===== src/rtl/shift_barrel_arbiter_pkg.sv =====
// ============================================================================
// shift_barrel_arbiter_pkg : width helpers and request-slice helper shared by
//                            the shift arbiter and its users
// Revision: 1.0
// ============================================================================
`default_nettype none

`ifndef LOG2
`define LOG2(x) $clog2(x)
`endif

package shift_barrel_arbiter_pkg;

  localparam int C_DEFAULT_BITS = 64;
  localparam int C_DEFAULT_NREQ = 4;

  function automatic int sh_width(input int bits);
    return `LOG2(bits);
  endfunction

  // A single requester still needs a 1-bit id field.
  function automatic int id_width(input int nreq);
    return (nreq > 2) ? `LOG2(nreq) : 1;
  endfunction

  // LSB position of requester idx inside a packed per-requester bus.
  function automatic int slice_lo(input int idx, input int width);
    return idx * width;
  endfunction

endpackage

`default_nettype wire


===== src/rtl/shift_barrelfast_sleft.sv =====
// ============================================================================
// shift_barrelfast_sleft : combinational log-depth left barrel shifter,
//                          zero-filled, result truncated to Bits
// Revision: 1.0
// ============================================================================
`default_nettype none

module shift_barrelfast_sleft
  import shift_barrel_arbiter_pkg::*;
#(
  parameter int Bits = C_DEFAULT_BITS,
  localparam int SHW = sh_width(Bits)
) (
  input  logic [Bits-1:0] i_a,
  input  logic [SHW-1:0]  i_sh,
  output logic [Bits-1:0] o_y
);

  logic [Bits-1:0] w_stage [SHW+1];

  assign w_stage[0] = i_a;

  // Stage k conditionally shifts by 2**k, so SHW stages cover 0..Bits-1.
  for (genvar k = 0; k < SHW; k++) begin : g_stage
    localparam int C_AMT = 1 << k;
    assign w_stage[k+1] = i_sh[k] ? {w_stage[k][Bits-1-C_AMT:0], {C_AMT{1'b0}}}
                                  : w_stage[k];
  end

  assign o_y = w_stage[SHW];

endmodule

`default_nettype wire


===== src/rtl/shift_barrel_arbiter.sv =====
// ============================================================================
// shift_barrel_arbiter : round-robin sharing of one barrel shifter among Nreq
//                        requesters, single registered tagged response slot
// Revision: 1.0
// ============================================================================
`default_nettype none

module shift_barrel_arbiter
  import shift_barrel_arbiter_pkg::*;
#(
  parameter int Bits = C_DEFAULT_BITS,
  parameter int Nreq = C_DEFAULT_NREQ,
  localparam int SHW = sh_width(Bits),
  localparam int IDW = id_width(Nreq)
) (
  input  logic                 clk,
  input  logic                 reset_n,
  input  logic [Nreq-1:0]      req_valid,
  output logic [Nreq-1:0]      req_ready,
  input  logic [Nreq*Bits-1:0] req_a,
  input  logic [Nreq*SHW-1:0]  req_sh,
  output logic                 resp_valid,
  input  logic                 resp_ready,
  output logic [Bits-1:0]      resp_b,
  output logic [IDW-1:0]       resp_id
);

  localparam logic [IDW-1:0] C_LAST = IDW'(Nreq - 1);

  logic            r_resp_valid;
  logic [Bits-1:0] r_resp_b;
  logic [IDW-1:0]  r_resp_id;
  logic [IDW-1:0]  r_rr_ptr;

  logic            w_can_accept;
  logic            w_found;
  logic            w_grant;
  logic [IDW-1:0]  w_gnt_idx;
  logic [IDW-1:0]  w_cand;
  logic [IDW-1:0]  w_ptr_next;
  logic [Bits-1:0] w_sel_a;
  logic [SHW-1:0]  w_sel_sh;
  logic [Bits-1:0] w_shifted;

  logic [Bits-1:0] w_a_arr  [Nreq];
  logic [SHW-1:0]  w_sh_arr [Nreq];

  for (genvar i = 0; i < Nreq; i++) begin : g_unpack
    assign w_a_arr[i]  = req_a[slice_lo(i, Bits) +: Bits];
    assign w_sh_arr[i] = req_sh[slice_lo(i, SHW) +: SHW];
  end

  // Circular scan starting at rr_ptr; first valid requester wins.
  always_comb begin
    w_found   = 1'b0;
    w_gnt_idx = '0;
    w_cand    = '0;
    for (int off = 0; off < Nreq; off++) begin
      w_cand = IDW'((int'(r_rr_ptr) + off) % Nreq);
      if (!w_found && req_valid[w_cand]) begin
        w_found   = 1'b1;
        w_gnt_idx = w_cand;
      end
    end
  end

  assign w_can_accept = !r_resp_valid || resp_ready;
  assign w_grant      = reset_n && w_can_accept && w_found;

  always_comb begin
    req_ready = '0;
    if (w_grant) begin
      req_ready[w_gnt_idx] = 1'b1;
    end
  end

  assign w_sel_a    = w_a_arr[w_gnt_idx];
  assign w_sel_sh   = w_sh_arr[w_gnt_idx];
  assign w_ptr_next = (w_gnt_idx == C_LAST) ? '0 : w_gnt_idx + IDW'(1);

  shift_barrelfast_sleft #(
    .Bits (Bits)
  ) u_shift (
    .i_a  (w_sel_a),
    .i_sh (w_sel_sh),
    .o_y  (w_shifted)
  );

  // A grant reloads the slot even while the old result drains this cycle.
  always_ff @(posedge clk or negedge reset_n) begin
    if (!reset_n) begin
      r_resp_valid <= 1'b0;
      r_resp_b     <= '0;
      r_resp_id    <= '0;
      r_rr_ptr     <= '0;
    end else if (w_grant) begin
      r_resp_valid <= 1'b1;
      r_resp_b     <= w_shifted;
      r_resp_id    <= w_gnt_idx;
      r_rr_ptr     <= w_ptr_next;
    end else if (resp_ready) begin
      r_resp_valid <= 1'b0;
    end
  end

  assign resp_valid = r_resp_valid;
  assign resp_b     = r_resp_b;
  assign resp_id    = r_resp_id;

endmodule

`default_nettype wire

===== config.mk =====
export PLATFORM = sky130hd
export DESIGN_NAME = shift_barrel_arbiter
export DESIGN_NICKNAME = d
export VERILOG_FILES = /design/src/rtl/shift_barrel_arbiter_pkg.sv /design/src/rtl/shift_barrelfast_sleft.sv /design/src/rtl/shift_barrel_arbiter.sv
export SDC_FILE = /design/constraint.sdc
export NUM_CORES = 1
export LEC_CHECK = 0
export CAP_MARGIN = 20
export CELL_PAD_IN_SITES_DETAIL_PLACEMENT = 0
export CELL_PAD_IN_SITES_GLOBAL_PLACEMENT = 2
export CORE_MARGIN = 1.5
export CORE_UTILIZATION = 25
export DETAILED_ROUTE_END_ITERATION = 7
export GPL_TIMING_DRIVEN = 0
export PLACE_DENSITY_LB_ADDON = 0.1
export SLEW_MARGIN = 15
export SYNTH_ARGS = -nofsm -noshare
export SYNTH_HDL_FRONTEND = slang
export SYNTH_SLANG_ARGS = --single-unit

===== constraint.sdc =====
create_clock -name clk -period 4.05 [get_ports clk]
set_input_delay 0.405 -clock clk [delete_from_list [all_inputs] [get_ports clk]]
set_output_delay 0.405 -clock clk [all_outputs]
set_load 0.05 [all_outputs]

==> results <==
## kinds of logic (layout without fill, tap and decap cells)
family          Yosys count  in the layout
compound gates          390            390
fa+ha+maj                 4              4
buf+inv                 122            503
flops                    69             69
mux                     172            172
other cells               0              4
simple gates            399            399
## routing by layer
metal	GRT usage, %	up-vias
met2	50.1	554
met1	40.6	5933
li1	-	5276
met3	4.52	59
met5	0	-
met4	5.81	0
## final timing paths
| check | from | to | slack [ns] | cells after the start |
|---|---|---|---|---|
| worst max-delay path | req_valid[1] | resp_b[57] | 0.07 | 13 |
| worst min-delay path | resp_b[8] | resp_b[8] | 0.48 | 2 |
| worst max register to register | r_rr_ptr[1] | resp_b[57] | 0.21 | 12 |
| worst min register to register | resp_b[8] | resp_b[8] | 0.48 | 2 |
| max in group asynchronous | reset_n | r_rr_ptr[0] | 2.92 | 3 |
| min in group asynchronous | reset_n | resp_b[14] | 0.52 | 2 |
## report_power, final
part	internal, mW	switching, mW	total (mW)
combinational	3.50	6.47	9.97
clock	0.542	0.339	0.880
sequential	0.956	0.183	1.14
total	5.00	7.00	12.0
## layout make-up
cell class / instances / area [um^2]
buffer: 117 / 737
sequential: 69 / 1730
inverter: 4 / 15.0
multi-input combinational: 965 / 7120
clock buffer: 9 / 225
fill: 3907 / 22400
timing repair buffer: 366 / 3660
clock inverter: 7 / 97.6
tap: 468 / 586
antenna: 4 / 10.0
## per-stage QoR
stage / area (um^2) / hold slack, ns / power (mW)
3_3_place_gp: 13400 / 0.470 / 10.5
4_1_cts: 13900 / 0.485 / 11.5
5_1_grt: 14200 / 0.509 / 12.5
6_report: 14200 / 0.479 / 12.0
3_5_place_dp: 13500 / 0.351 / 10.5
2_1_floorplan: 9290 / 0.109 / 6.97
## sequential cells by signal, summed over array words and instances (netlist names)
register and count:
resp_valid 1, resp_b 64, r_rr_ptr 2, resp_id 2
## layout by cell type (no fill, tap or decap), drive strengths merged, types with 4 or more instances in the layout
| master | count |
|---|---|
| clkdlybuf4s50 | 352 |
| nand2 | 154 |
| mux2i | 134 |
| o21ai | 104 |
| nand3 | 91 |
| clkbuf | 70 |
| dfrtp | 69 |
| o211ai | 68 |
| buf | 67 |
| and3 | 54 |
| a211oi | 52 |
| a31o | 42 |
| nor2 | 40 |
| a22oi | 36 |
| mux4 | 23 |
| nand4 | 20 |
| mux2 | 15 |
| nand2b | 14 |
| o221ai | 13 |
| and2 | 12 |
| a22o | 10 |
| a31oi | 8 |
| o2111ai | 7 |
| a221oi | 7 |
| a21oi | 6 |
| or2 | 5 |
| a211o | 5 |
| a221o | 5 |
| nor3 | 5 |
| inv | 5 |
| diode | 4 |
| ha | 4 |
| a32oi | 4 |
## worst max-delay path, stage by stage
cell and delay [ns]:
sky130_fd_sc_hd__clkdlybuf4s50_1 0.50, sky130_fd_sc_hd__nand2b_1 0.22, sky130_fd_sc_hd__o211ai_2 0.27, sky130_fd_sc_hd__clkbuf_4 0.28, sky130_fd_sc_hd__nand3_1 0.14, sky130_fd_sc_hd__and3_1 0.25, sky130_fd_sc_hd__nor2_2 0.29, sky130_fd_sc_hd__buf_4 0.27
sky130_fd_sc_hd__mux2i_1 0.11, sky130_fd_sc_hd__mux2i_2 0.26, sky130_fd_sc_hd__o21ai_0 0.25, sky130_fd_sc_hd__mux4_2 0.63, sky130_fd_sc_hd__a211o_1 0.33
## what timing repair did
| action | 4_1_cts | 5_1_grt |
|---|---|---|
| hold buffers | 1 | 0 |
| setup endpoints to repair | 62 | 56 |
| buffers inserted | 0 | 7 |
| pin swaps | 0 | 4 |
| gates resized for setup | 35 | 97 |
| endpoints found under the hold margin | 24 | 0 |
==> metrics.yaml <==
critical_path:
  crit_arrival_ns: 4.21
  cp-end-kind: "register"
  crit_path_start_kind: "input port"
  cp_max_fo: 10
  path_class: "input port to register"
  critPathRequiredTime_ns: 4.28
drt:
  ant_nets: 0
  met3_wirelength_um: 3880
  via_count: 11800
  detail_route.first_pass.iterations: 6
  postRouteWirelength_um: 57800
  detail_route.drc_violations: 0
  first_iter_violations: 1057
  met2RoutedLength_um: 27300
  viasPerCell: 5.88
  avgRoutedWirePerCell_um: 28.8
  highest_signal_layer: "met4"
  m1WireLength_um: 25700
synth:
  synth-compound-area-share_pct: 30.4
  syn_inst: 1156
  synth_fp_nets: 1447
  yosys_warnings: 0
  synth-adder-area-share_pct: 0.539
  synth_area_leader: "sky130_fd_sc_hd__dfrtp_1"
  synth.cells.most_frequent: "sky130_fd_sc_hd__nand2_1 (152), sky130_fd_sc_hd__mux2i_1 (133), sky130_fd_sc_hd__o21ai_0 (89), sky130_fd_sc_hd__nand3_1 (87), sky130_fd_sc_hd__dfrtp_1 (69)"
  avgSynthCellArea_um2: 8.03
  synth_seq_cells: 69
  yosys.area_share.xor_xnor_pct: 0
  synth_sequential_area_ratio_pct: 18.6
  synthDominantCellAreaShare_pct: 18.6
  async_reset_ff_share_pct: 100
  synth_enable_flop_cells: 0
  synthMuxAreaShare_pct: 21.9
  yosys_most_used_dff: "sky130_fd_sc_hd__dfrtp_1"
  post-synth-top-count-cell: "sky130_fd_sc_hd__nand2_1"
  yosysUniqueCellTypes: 69
  synth_top_family_by_area: "compound AO/OA/AOI/OAI gates"
  leading_post_synthesis_cells_by_cell_area: "sky130_fd_sc_hd__dfrtp_1 (19%), sky130_fd_sc_hd__mux2i_1 (14%), sky130_fd_sc_hd__nand2_1 (6.1%)"
  cell_area_after_synthesis_um2: 9290
  yosys.area_share.simple_pct: 21.3
sta:
  maxClockFrequency_ghz: 0.251
  report.final.setup_viol: 0
  timing.final.crit_period_ns: 3.98
  final-hold-violation-count: 0
  drv_slew: 0
  clock-skew-final_ns: 0.00625
  rsz_0062_raised_after_global_routing: "true"
  final.period_utilization_pct: 98.3
  max_slew.worst_pin.slew_ns: 0.875
  maxSlewHeadroom_pct: 41.4
  fin_worst_setup_slack_ns: 0.0676
  post_route_setup_tns_ns: 0
clock_network:
  clock-sinks: 69
  clock_root_buffer: "sky130_fd_sc_hd__clkbuf_16"
  numCtsBuffers: 9
  clock_latency_at_the_later_pin_of_the_worst_skew_pair_ns: 0.35
  clockBufferDepth: 2
  clk_transition_reported_paths_ns: 0.06
  cts_htree_levels: 3
  cts_tree: "done"
placement:
  portBuffers: 357
  place_inst: 1982
  pre_cts_ws_ns: -0.945
  place_congestion: 0.963
  hpwl_after_detailed_placement_um: 47900
power:
  powerDensity_nw_per_um2: 846
  vdd.ir_drop.worst_uv: 270
  cellLeakagePower_nw: 5.71
floorplan:
  design.core.area_um2: 36600
  dieArea_um2: 38300
  row_count: 70
  number_of_top_level_pins: 358
  fp.dieH_um: 196
  floorplan.initialDensity_pct: 25.4
  die-width_um: 196
final_layout:
  finished_layout_cells: 2009
  layout_cell_share_with_drive_strength_beyond_1_pct: 16.6
  final_core_utilization_pct: 38.7
  area_overhead_vs_synth_pct: 52.7
  final_nets: 1823
global_routing:
  grt_pass1_vias: 12000
  grt_pass1_wl_um: 84000
  largest_net_degree_at_the_start_of_global_routing: 46
  antenna_violations_before_repair: 4
  grt.overflow.total: 0
  grt_util_all_layers_pct: 29.8
flow_run:
  max_cap_viol_count: 0
outcome:
  status: "finished clean"
min_path:
  worst_hold_path_type: "register to register"
(Power assumes the default switching activity.)
